`config.mk`:
```
export PLATFORM = sky130hd
export DESIGN_NAME = uart_rx_frontend
export DESIGN_NICKNAME = d
export VERILOG_FILES = /design/src/rtl/uart_rx_frontend.sv
export SDC_FILE = /design/constraint.sdc
export NUM_CORES = 1
export LEC_CHECK = 0
export CAP_MARGIN = 20
export CORE_ASPECT_RATIO = 0.9
export CORE_MARGIN = 10
export CORE_UTILIZATION = 49
export DETAILED_ROUTE_END_ITERATION = 7
export PLACE_DENSITY = 0.72
export SLEW_MARGIN = 25
export SYNTH_ARGS = -nofsm -noshare
export SYNTH_HDL_FRONTEND = slang
export SYNTH_SLANG_ARGS = --single-unit
```
`constraint.sdc`:
```
create_clock -name clk_i -period 1.6 [get_ports clk_i]
set_input_delay 0.4 -clock clk_i [delete_from_list [all_inputs] [get_ports clk_i]]
set_output_delay 0.4 -clock clk_i [all_outputs]
set_load 0.01 [all_outputs]
```
`src/rtl/uart_rx_frontend.sv`:
```
`default_nettype none
// ============================================================================
//  Module   : uart_rx_frontend
//  Purpose  : Oversampling UART receive front-end. Synchronises the rx pad,
//             qualifies start bits (glitch rejection), samples each bit at
//             mid-bit, checks framing (and even parity when compiled in) and
//             delivers clean bytes with a one-cycle valid strobe.
//  Ports    : clk_i          system clock
//             nrst_i         asynchronous active-low reset
//             rxd_i          raw serial line, idle high, asynchronous to clk_i
//             byte_valid_o   one-cycle strobe, byte_data_o holds a good byte
//             byte_data_o    last good byte received (LSB first on the line)
//             frame_err_o    one-cycle strobe, stop bit sampled low
//             parity_err_o   one-cycle strobe, parity mismatch (0 without macro)
//             err_count_o    saturating count of frame/parity error events
//             busy_o         high whenever the receiver is not idle
//  Macro    : UART_PARITY_EN - adds an even-parity bit between data and stop.
//  Revision : 1.0 - initial release
// ============================================================================
module uart_rx_frontend #(
    parameter int CLKS_PER_BIT = 16,   // clk cycles per serial bit, 4..4095
    parameter int SYNC_STAGES  = 2     // synchroniser depth on rxd_i, 2..3
) (
    input  logic       clk_i,
    input  logic       nrst_i,
    input  logic       rxd_i,
    output logic       byte_valid_o,
    output logic [7:0] byte_data_o,
    output logic       frame_err_o,
    output logic       parity_err_o,
    output logic [7:0] err_count_o,
    output logic       busy_o
);

    localparam int HALF  = CLKS_PER_BIT / 2;
    localparam int CNT_W = $clog2(CLKS_PER_BIT);

    localparam logic [CNT_W-1:0] C_HALF_M1 = CNT_W'(HALF - 1);
    localparam logic [CNT_W-1:0] C_LAST    = CNT_W'(CLKS_PER_BIT - 1);
    localparam logic [CNT_W-1:0] C_ONE     = CNT_W'(1);

    typedef enum logic [2:0] {
        S_IDLE   = 3'd0,
        S_START  = 3'd1,
        S_DATA   = 3'd2,
`ifdef UART_PARITY_EN
        S_PARITY = 3'd3,
`endif
        S_STOP   = 3'd4,
        S_BREAK  = 3'd5
    } state_e;

    state_e                 state_q, state_d;
    logic [SYNC_STAGES-1:0] sync_q;
    logic [CNT_W-1:0]       cnt_q, cnt_d;
    logic [2:0]             bitidx_q, bitidx_d;
    logic [7:0]             shift_q, shift_d;
    logic [7:0]             byte_data_q, byte_data_d;
    logic                   byte_valid_q, byte_valid_d;
    logic                   frame_err_q, frame_err_d;
    logic [7:0]             err_count_q, err_count_d;
    logic                   rxd_s;
    logic                   cnt_last;
    logic                   err_evt;
`ifdef UART_PARITY_EN
    logic                   par_bit_q, par_bit_d;
    logic                   parity_err_q, parity_err_d;
`endif

    // ------------------------------------------------------------------
    // Synchroniser: flops reset to 1 so a reset never looks like a start
    // ------------------------------------------------------------------
    always_ff @(posedge clk_i or negedge nrst_i) begin
        if (!nrst_i) begin
            sync_q <= '1;
        end else begin
            sync_q <= {sync_q[SYNC_STAGES-2:0], rxd_i};
        end
    end

    assign rxd_s    = sync_q[SYNC_STAGES-1];
    assign cnt_last = (cnt_q == C_LAST);

    // ------------------------------------------------------------------
    // State and datapath registers
    // ------------------------------------------------------------------
    always_ff @(posedge clk_i or negedge nrst_i) begin
        if (!nrst_i) begin
            state_q      <= S_IDLE;
            cnt_q        <= '0;
            bitidx_q     <= '0;
            shift_q      <= '0;
            byte_data_q  <= '0;
            byte_valid_q <= 1'b0;
            frame_err_q  <= 1'b0;
            err_count_q  <= '0;
`ifdef UART_PARITY_EN
            par_bit_q    <= 1'b0;
            parity_err_q <= 1'b0;
`endif
        end else begin
            state_q      <= state_d;
            cnt_q        <= cnt_d;
            bitidx_q     <= bitidx_d;
            shift_q      <= shift_d;
            byte_data_q  <= byte_data_d;
            byte_valid_q <= byte_valid_d;
            frame_err_q  <= frame_err_d;
            err_count_q  <= err_count_d;
`ifdef UART_PARITY_EN
            par_bit_q    <= par_bit_d;
            parity_err_q <= parity_err_d;
`endif
        end
    end

    // ------------------------------------------------------------------
    // Next-state and strobe logic
    // ------------------------------------------------------------------
    always_comb begin
        state_d      = state_q;
        cnt_d        = cnt_q;
        bitidx_d     = bitidx_q;
        shift_d      = shift_q;
        byte_data_d  = byte_data_q;
        byte_valid_d = 1'b0;
        frame_err_d  = 1'b0;
`ifdef UART_PARITY_EN
        par_bit_d    = par_bit_q;
        parity_err_d = 1'b0;
`endif

        case (state_q)
            S_IDLE: begin
                cnt_d = '0;
                if (!rxd_s) begin
                    state_d = S_START;
                end
            end

            // Re-check the line half a bit later; a pulse shorter than
            // that is a glitch and is dropped silently.
            S_START: begin
                if (cnt_q == C_HALF_M1) begin
                    cnt_d = '0;
                    if (!rxd_s) begin
                        state_d  = S_DATA;
                        bitidx_d = '0;
                    end else begin
                        state_d  = S_IDLE;
                    end
                end else begin
                    cnt_d = cnt_q + C_ONE;
                end
            end

            // cnt is now phase-aligned to mid-bit, so every full count
            // lands in the middle of the next bit.
            S_DATA: begin
                if (cnt_last) begin
                    cnt_d    = '0;
                    shift_d  = {rxd_s, shift_q[7:1]};
                    bitidx_d = bitidx_q + 3'd1;
                    if (bitidx_q == 3'd7) begin
`ifdef UART_PARITY_EN
                        state_d = S_PARITY;
`else
                        state_d = S_STOP;
`endif
                    end
                end else begin
                    cnt_d = cnt_q + C_ONE;
                end
            end

`ifdef UART_PARITY_EN
            S_PARITY: begin
                if (cnt_last) begin
                    cnt_d     = '0;
                    par_bit_d = rxd_s;
                    state_d   = S_STOP;
                end else begin
                    cnt_d = cnt_q + C_ONE;
                end
            end
`endif

            // Framing error outranks parity: a low stop bit means the
            // parity sample itself may be bogus.
            S_STOP: begin
                if (cnt_last) begin
                    cnt_d = '0;
                    if (!rxd_s) begin
                        frame_err_d = 1'b1;
                        state_d     = S_BREAK;
`ifdef UART_PARITY_EN
                    end else if (par_bit_q != (^shift_q)) begin
                        parity_err_d = 1'b1;
                        state_d      = S_IDLE;
`endif
                    end else begin
                        byte_data_d  = shift_q;
                        byte_valid_d = 1'b1;
                        state_d      = S_IDLE;
                    end
                end else begin
                    cnt_d = cnt_q + C_ONE;
                end
            end

            // A line held low (break) must go high before a new start.
            S_BREAK: begin
                cnt_d = '0;
                if (rxd_s) begin
                    state_d = S_IDLE;
                end
            end

            default: begin
                state_d = S_IDLE;
                cnt_d   = '0;
            end
        endcase
    end

`ifdef UART_PARITY_EN
    assign err_evt = frame_err_d | parity_err_d;
`else
    assign err_evt = frame_err_d;
`endif

    always_comb begin
        err_count_d = err_count_q;
        if (err_evt && (err_count_q != 8'hFF)) begin
            err_count_d = err_count_q + 8'd1;
        end
    end

    // ------------------------------------------------------------------
    // Outputs
    // ------------------------------------------------------------------
    assign byte_valid_o = byte_valid_q;
    assign byte_data_o  = byte_data_q;
    assign frame_err_o  = frame_err_q;
    assign err_count_o  = err_count_q;
    assign busy_o       = (state_q != S_IDLE);
`ifdef UART_PARITY_EN
    assign parity_err_o = parity_err_q;
`else
    assign parity_err_o = 1'b0;
`endif

endmodule
`default_nettype wire

```
# == Word level (Yosys, flattened, before mapping) ==
# Cells that the tools add are included.
# W data, S select, Z words.
# totals
reg_bits,38
inputBits,3
out_inout_bits,20
word_cells,58
# op_classes
n_addsub,3
eq_ne,15
muxes,22
reduce_logical,9
# op_table
operator,n
$mux W3,10
$pmux W3 S5,1
$ne A2 B2 Y1 const B,7
$eq A3 B3 Y1 const B,3
$add A8 B1 Y8 const B,1
$mux W4,2
$ne A8 B8 Y1 const B,1
$pmux W4 S2,1
$mux W1,6
$pmux W3 S2,1
$reduce_and A6 Y1,1
$add A4 B1 Y4 const B,1
$eq A4 B3 Y1 const B,1
$eq A4 B4 Y1 const B,1
$reduce_and A4 Y1,1
$add A3 B1 Y3 const B,1
$eq A3 B1 Y1 const B,1
$eq A3 B2 Y1 const B,1
$logic_not A3 Y1,1
$reduce_and A3 Y1,1
$reduce_bool A3 Y1,1
$mux W2,1
$reduce_and A2 Y1,1
$reduce_bool A2 Y1,1
other kinds (2),2

# == Depth between registers and ports, before layout ==
# Gate-level depths: netlist (run 1).
# depth
ltp_word,4
depth_mapped,6
ltp_nobuf,5

# == Worst setup path after synthesis (run 1) ==
# No wires, ideal clock.
# synth_timing
path_type,register to register
startpoint,register cnt_q[0]
endpoint,register shift_q[2]
setup_time_ns,0.125
arrival_ns,1.571
required_ns,1.475
slack_ns,-0.095
stages_incl_launch_ff,7
path_buffers,2
synth_period_minus_slack_ns,1.695
cell_sequence,dfrtp_1 > ha_1 > and2_0 > buf_4 > nand4_1 > buf_2 > mux2_2
# synth_via
elab_chain_cells,2
# synth_lines
element,line_no,source
start: declaration,55,"logic [CNT_W-1:0] cnt_q, cnt_d;"
start signal: assignment,103,cnt_q <= cnt_d;
$eq A4 B4 Y1,82,assign cnt_last = (cnt_q == C_LAST);
$reduce_and A2 Y1 (no source line),--,
end signal: assignment,105,shift_q <= shift_d;
end: declaration,57,"logic [7:0] shift_q, shift_d;"
# No other way between the ends.
# A chain may end at the register's enable or synchronous reset.

# == Final worst setup path (run 1) ==
# layout_timing
startpoint,register cnt_q[1]
endpoint,"register err_count_q[1], in the netlist err_count_o[1]"
# layout_via
elab_chain_cells,4
# layout_lines
element,line_no,source
$eq A4 B4 Y1,82,
$mux W1,191,if (cnt_last) begin
$mux W1,133,case (state_q)
$logic_and A1 B1 Y1,234,if (err_evt && (err_count_q != 8'hFF)) begin
end signal: assignment,109,err_count_q <= err_count_d;
end: declaration,61,"logic [7:0] err_count_q, err_count_d;"
# No other way between the ends.

==> impl_results.md, run 1 <==
- Post-DRT Antenna Nets: 0
- Most frequent cells in the layout: dfrtp_1 (33), buf_4 (27), mux2_2 (16)
- R2R Path End: err_count_o[1]
- Setup WS post-layout: 0.0207 ns
- Power Density: between 1000 and 1500 nW/µm²
- Pre-CTS setup slack: -0.0670 ns
- Die Y: approximately 77 µm
- Fillers: 236
- Seq pwr share: between 30% and 40%
- Final worst path period need: ~1.6 ns
- Pint: between 2000 and 2500 µW
- H-Tree Depth: 2
- Buffers on Ports: 21
- Die W: around 84 µm
- Critical path class: reg2reg
- WHS: 0.0441 ns
- WL per Instance: 16.4 µm
- Switch share: roughly a quarter
- Longest Clk Path Bufs: 2
- Fin. Hold Viols: 0
- CTS clk-pin slew, worst paths: 0.07 ns
- CTS Root Cell: clkbuf_8
- VDD IR max: 0.674 mV
- Antenna cells: 0
- Comb power frac: around 25%
- 1st-iter DRT viols: 78
- Number of synthesized flops with an enable pin: 0
- Post-synthesis sequential area ratio: roughly 53%
- CTS buffer count: 5
- Psw: around 740 µW
- Share of cells above drive strength 1: about two fifths
- Most common cell after layout, fill and taps aside: dfrtp_1
- Fin crit share: about 99%
- First-pass GRT wire length: about 6400 µm
- DRC Markers: 0
- Layout area overhead: 38.6%
- Final setup viols: 0
- Clk_lat worst skew: 0.29 ns
- Hpwl dp: ~2700 µm
- Post-Syn Nets: between 150 and 200
- Max_cap viols: 0
- Core area: between 3000 and 4000 µm²
- Largest net degree at the start of global routing: 23
- R2r startpoint: cnt_q[1]
- Initial antenna violation count: 0
- Outcome: finished, final reports clean
- Fin nets: 203
- CTS tree: built
- Vias/cell: between 5 and 6
- Grt total ovfl: 0
- Clock Power Share: about a third
- Max Clock Freq: between 600 and 700 MHz
- RSZ-0062 raised after global routing: true
- Mapped Area: approximately 1800 µm²
- Worst Hold Class: in2async
- Worst Path Arrival: roughly 1.8 ns
- Ys Warns: 0
- Slew Viols, Final: 0
- GP Congestion: 0.810
- Post-synthesis instance total: 145
- Clock Sinks: 38
- Fin area: ~2500 µm²
- Post-Route WL: slightly below 4000 µm
- GR Util All Layers: ~12%
- # IOs: 23
- FP Rows: 20
- Netlist cell types: 43
- Dominant synthesized flop cell: dfrtp_1
- Drt first pass iters: 4
- Worst-path maximum fanout: 8
- Synth async-reset ratio: 100%
- Setup Skew: ~0.0051 ns
- Reg2Reg Setup Slack: ~0.021 ns
- Worst Setup End Kind: register
- Avg Cell Area, Syn: 12.3 µm²
- DP Area: between 2000 and 2500 µm²
- #FFs+latches synth: 38
- Initial Util: 51.7%
- Vias in the first global route: around 1300
- Crit start category: register
- Leak: approximately 0.0014 µW
- Worst Reg-to-Reg Cells: 5
- Die area: between 6000 and 7000 µm²
- DR vias: about 1300
- Worst EP required: 1.78 ns
[power groups by stage]
stage          sequential (µW)  combinational, µW  clock, µW
6_report                  1120                711        990
4_1_cts                   1110                642       1020
3_3_place_gp              1120                636          0
2_1_floorplan             1110                366          0
5_1_grt                   1130                775       1070
3_5_place_dp              1130                644          0
[registers in the layout, summed over array words and instances, names as in the netlist]
register and cells:
bitidx_q 3, byte_data_o 8, byte_valid_o 1, cnt_q 4
err_count_o 8, frame_err_o 1, shift_q 8, state_q 3
sync_q 2
[cells by family after synthesis]
group / after synthesis / share of synthesized area [%]
DFF: 38 / 53.4
and+or+nand+nor: 42 / 17.0
buffers and inverters: 14 / 3.93
xor gates and xnor gates: 10 / 4.91
other: 1 / 0.210
muxes: 18 / 11.3
adders and majority gates: 4 / 2.81
AOI/OAI and AO/OA: 18 / 6.45
[layer usage]
metal	up-vias	track usage, %	wire length (µm)
li1	614	-	-
met1	649	14.4	1680
met2	32	19.0	2000
met3	2	4.96	249
met4	0	4.52	17
met5	-	0	0
[synthesized netlist by cell type (2+ instances only)]
cell type / n / area share (%)
nor4b_2: 2 / 1.7
nand2_1: 8 / 1.7
o21ai_0: 7 / 2.0
o211ai_1: 2 / 0.84
nor4_2: 2 / 1.4
clkbuf_1: 3 / 0.63
buf_2: 2 / 0.56
inv_1: 6 / 1.3
mux2_2: 17 / 11
nor2_1: 8 / 1.7
a21oi_1: 3 / 0.84
nor2b_1: 2 / 0.70
dfstp_2: 2 / 2.9
xor2_1: 9 / 4.4
buf_4: 2 / 0.84
and4_1: 2 / 0.98
ha_1: 4 / 2.8
dfrtp_1: 36 / 50
nand3_1: 3 / 0.84
nor3_1: 2 / 0.56
[layout make-up]
class | count | area (µm²) | area share (%)
multi-input combinational | 93 | 830 | 33.5
sequential | 38 | 957 | 38.7
clock inverter | 2 | 60.1 | 2.43
clock buffer | 6 | 82.6 | 3.34
timing repair buffer | 52 | 467 | 18.9
inverter | 6 | 22.5 | 0.910
tap | 44 | 55.1 | 2.23
[worst max-delay path, stage by stage (launching register included)]
cell and delay (ns):
dfrtp_1 0.36, ha_2 0.21, and2_4 0.17, nand4_4 0.22, nor2_4 0.19, mux2_4 0.31
[stage by stage]
step                      util, %  instances  TNS (ns)  power, µW
after floorplan                 -        145    -0.127       1470
after global placement       62.8        221   -0.0207       1760
after detailed placement     62.8        221    -0.190       1770
after CTS                    67.8        233   -0.0223       2770
after global routing         71.6        241    -0.372       2970
final                        71.6        241         0       2820
[how the worst max path moves through the flow]
| stage | start | to | slack [ns] | cells after the start |
|---|---|---|---|---|
| final | cnt_q[1] | err_count_o[1] | 0.02 | 5 |
| after global routing | cnt_q[0] | err_count_o[7] | -0.06 | 5 |
| after CTS | state_q[0] | busy_o | -0.02 | 3 |
| after detailed placement | cnt_q[1] | err_count_o[1] | -0.07 | 5 |
| after global placement | cnt_q[0] | err_count_o[1] | -0.02 | 5 |
| after floorplan | cnt_q[0] | byte_data_o[0] | -0.02 | 4 |
[what timing repair did]
item / 4_1_cts / 5_1_grt
buffers inserted: 4 / 8
hold buffers: 0 / 0
pin swaps: 0 / 10
resized for setup: 20 / 25
setup endpoints to repair: 36 / 36
(Power assumes the default switching activity.)
==> run 2, diff against run 1 <==
- ABC_CLOCK_PERIOD_IN_PS: default -> 1600
- CORE_UTILIZATION: 49 -> 51
- CTS_BUF_LIST: default -> sky130_fd_sc_hd__clkbuf_8
- PLACE_DENSITY: 0.72 -> 0.74
==> impl_results.md, run 2 (synthesized netlist as in run 1, its figures left out) <==
- Die area: 6270 µm²
- Top routing layer in use: met4
- CP Cell Sequence: buf_6 -> nor3b_4 -> nand4_4 -> nor4b_2 -> xor2_1
- Crit start category: register
- Utilization of the core after routing: a little under three quarters
- CP top delay family: simple AND/OR/NAND/NOR gates
- Met3 WL: 277 µm
- Critical path class: reg2reg
- Detail Route met2 WL: 1830 µm
- Power Density: roughly 1000 nW/µm²
- Outcome: finished, violations left
- Multi-input gate area: 841 µm²
- # IOs: 23
- GP Congestion: about 0.89
- CTS tree: built
- Placed insts: 222
- FF/Latch Area: between 900 and 1000 µm²
- Slew Viols, Final: 0
- Grt total ovfl: 0
- Psw: approximately 760 µW
- Buf/Inv on CP: 1
- Comb power frac: between 20% and 30%
- VDD IR max: around 0.52 mV
- Fin nets: between 200 and 250
- Most common cell after layout, fill and taps aside: dfrtp_1
- Die W: 82.3 µm
- Fin. Hold Viols: 0
- Initial antenna violation count: 0
- Max_cap viols: 0
- Initial Util: a little over half
- Die Y: around 76 µm
- Core area: 3380 µm²
- Clock Power Share: a little over a quarter
- Pre-CTS setup slack: -0.0611 ns
- RSZ-0062 raised after global routing: true
- Final worst path period need: 1.63 ns
- Post-Route WL: about 3800 µm
- Final setup viols: 5
- Clk_lat worst skew: between 0.2 and 0.3 ns
- Setup WS post-layout: -0.0331 ns
- WL per Instance: between 15 and 20 µm
- Vias/cell: ~5.3
- Setup Skew: about 0.0076 ns
- Failing checks: negative setup slack
- Pint: about 1800 µW
- CTS Root Cell: clkbuf_8
- Max Clock Freq: between 600 and 700 MHz
- First-pass GRT wire length: just under 6000 µm
- Largest net degree at the start of global routing: 25
- Drt first pass iters: 4
- GR Util All Layers: 11.9%
- Crit-path max cell delay: approximately 0.42 ns
- Seq pwr share: between 40 and 50%
- WHS: ~0.015 ns
- Non-Filler Instances: between 200 and 250
- Post-DRT Antenna Nets: 0
- DRC Markers: 0
- Fin crit share: 102%
- Vias in the first global route: roughly 1200
- 1st-iter DRT viols: 51
- Leak: about 0.0013 µW
- H-Tree Depth: 2
- Worst Hold Class: in2async
- Worst-path maximum fanout: 8
- Worst EP required: roughly 1.8 ns
- CTS clk-pin slew, worst paths: around 0.070 ns
- DR vias: around 1300
- Fillers: ~230
- Clock Sinks: 38
- Layout area overhead: 35.2%
- M1 WL: approximately 1600 µm
- Most frequent cells in the layout: dfrtp_1 (35), buf_4 (24), dlygate4sd2_1 (10)
- Worst Setup End Kind: register
- FP Rows: 20
- Longest Clk Path Bufs: 2
- Switch share: between 20 and 30%
- Setup_tns: -0.108 ns
- Share of cells above drive strength 1: between 30% and 40%
- Hpwl dp: around 2600 µm
- CTS buffer count: 5
- Worst Path Arrival: roughly 1.9 ns
- Slowest CP cell: dfrtp_2
- Buffers on Ports: 21
- Antenna cells: 0
[run 2: changes by cell type in the layout (fill, tap and decap cells not counted), sizes merged]
cell,previous run,this run
bufinv,2,0
clkinv,0,1
clkdlybuf4s50,2,3
inv,6,7
dlygate4sd2,11,10
buf,32,30
[run 2: timing repair]
action / in CTS / in global routing
setup endpoints to repair: 24 / 23
gates cloned: 1 / 0
resized for setup: 27 / 19
setup buffers: 6 / 2
hold buffers: 0 / 0
pin swaps: 5 / 6
[run 2: worst register-to-register path, stage by stage (launching register included)]
cell	delay, ns
dfrtp_2	0.42
buf_6	0.13
nor3b_4	0.22
nand4_4	0.24
nor4b_2	0.38
xor2_1	0.18
[run 2: stage by stage]
| stage | power (µW) | cell area [µm²] |
|---|---|---|
| 2_1_floorplan | 1470 | 1800 |
| 3_3_place_gp | 1710 | 2160 |
| 3_5_place_dp | 1730 | 2160 |
| 4_1_cts | 2480 | 2330 |
| 5_1_grt | 2680 | 2410 |
| 6_report | 2530 | 2410 |
[run 2: final timing paths]
kind                                  endpoint  slack, ns        from  cells after the start
max in group asynchronous       byte_data_o[0]       1.13      nrst_i                      2
worst min-delay path                state_q[0]       0.02      nrst_i                      1
worst max register to register  err_count_o[4]      -0.03  state_q[1]                      5
worst max-delay path            err_count_o[4]      -0.03  state_q[1]                      5
min in group clk_i                   sync_q[1]       0.35   sync_q[0]                      0
worst min register to register       sync_q[1]       0.35   sync_q[0]                      0
[run 2: layout make-up]
class	count	area share, %
Sequential cell	38	39.6
Clock buffer	6	3.42
Inverter	6	0.934
Multi-Input combinational cell	93	34.9
Tap cell	44	2.28
Timing Repair Buffer	50	18.6
Clock inverter	2	0.363
[run 2: power groups by stage]
stage / combinational, µW / sequential, µW / clock (µW)
after floorplan: 366 / 1110 / 0
after global placement: 595 / 1120 / 0
after detailed placement: 608 / 1120 / 0
after CTS: 694 / 1100 / 678
after global routing: 831 / 1110 / 737
final: 754 / 1100 / 671
[run 2: metal layers]
metal  vias to the layer above  GRT usage, %
li1                        603             -
met1                       621          14.7
met2                        31          17.9
met3                         9          5.42
met4                         0          3.40
met5                         -             0
==> run 3, diff against run 2 <==
- CAP_MARGIN: 20 -> default
==> results of run 3 <==
The final DEF is identical to that of run 2; final timing and power are the same.
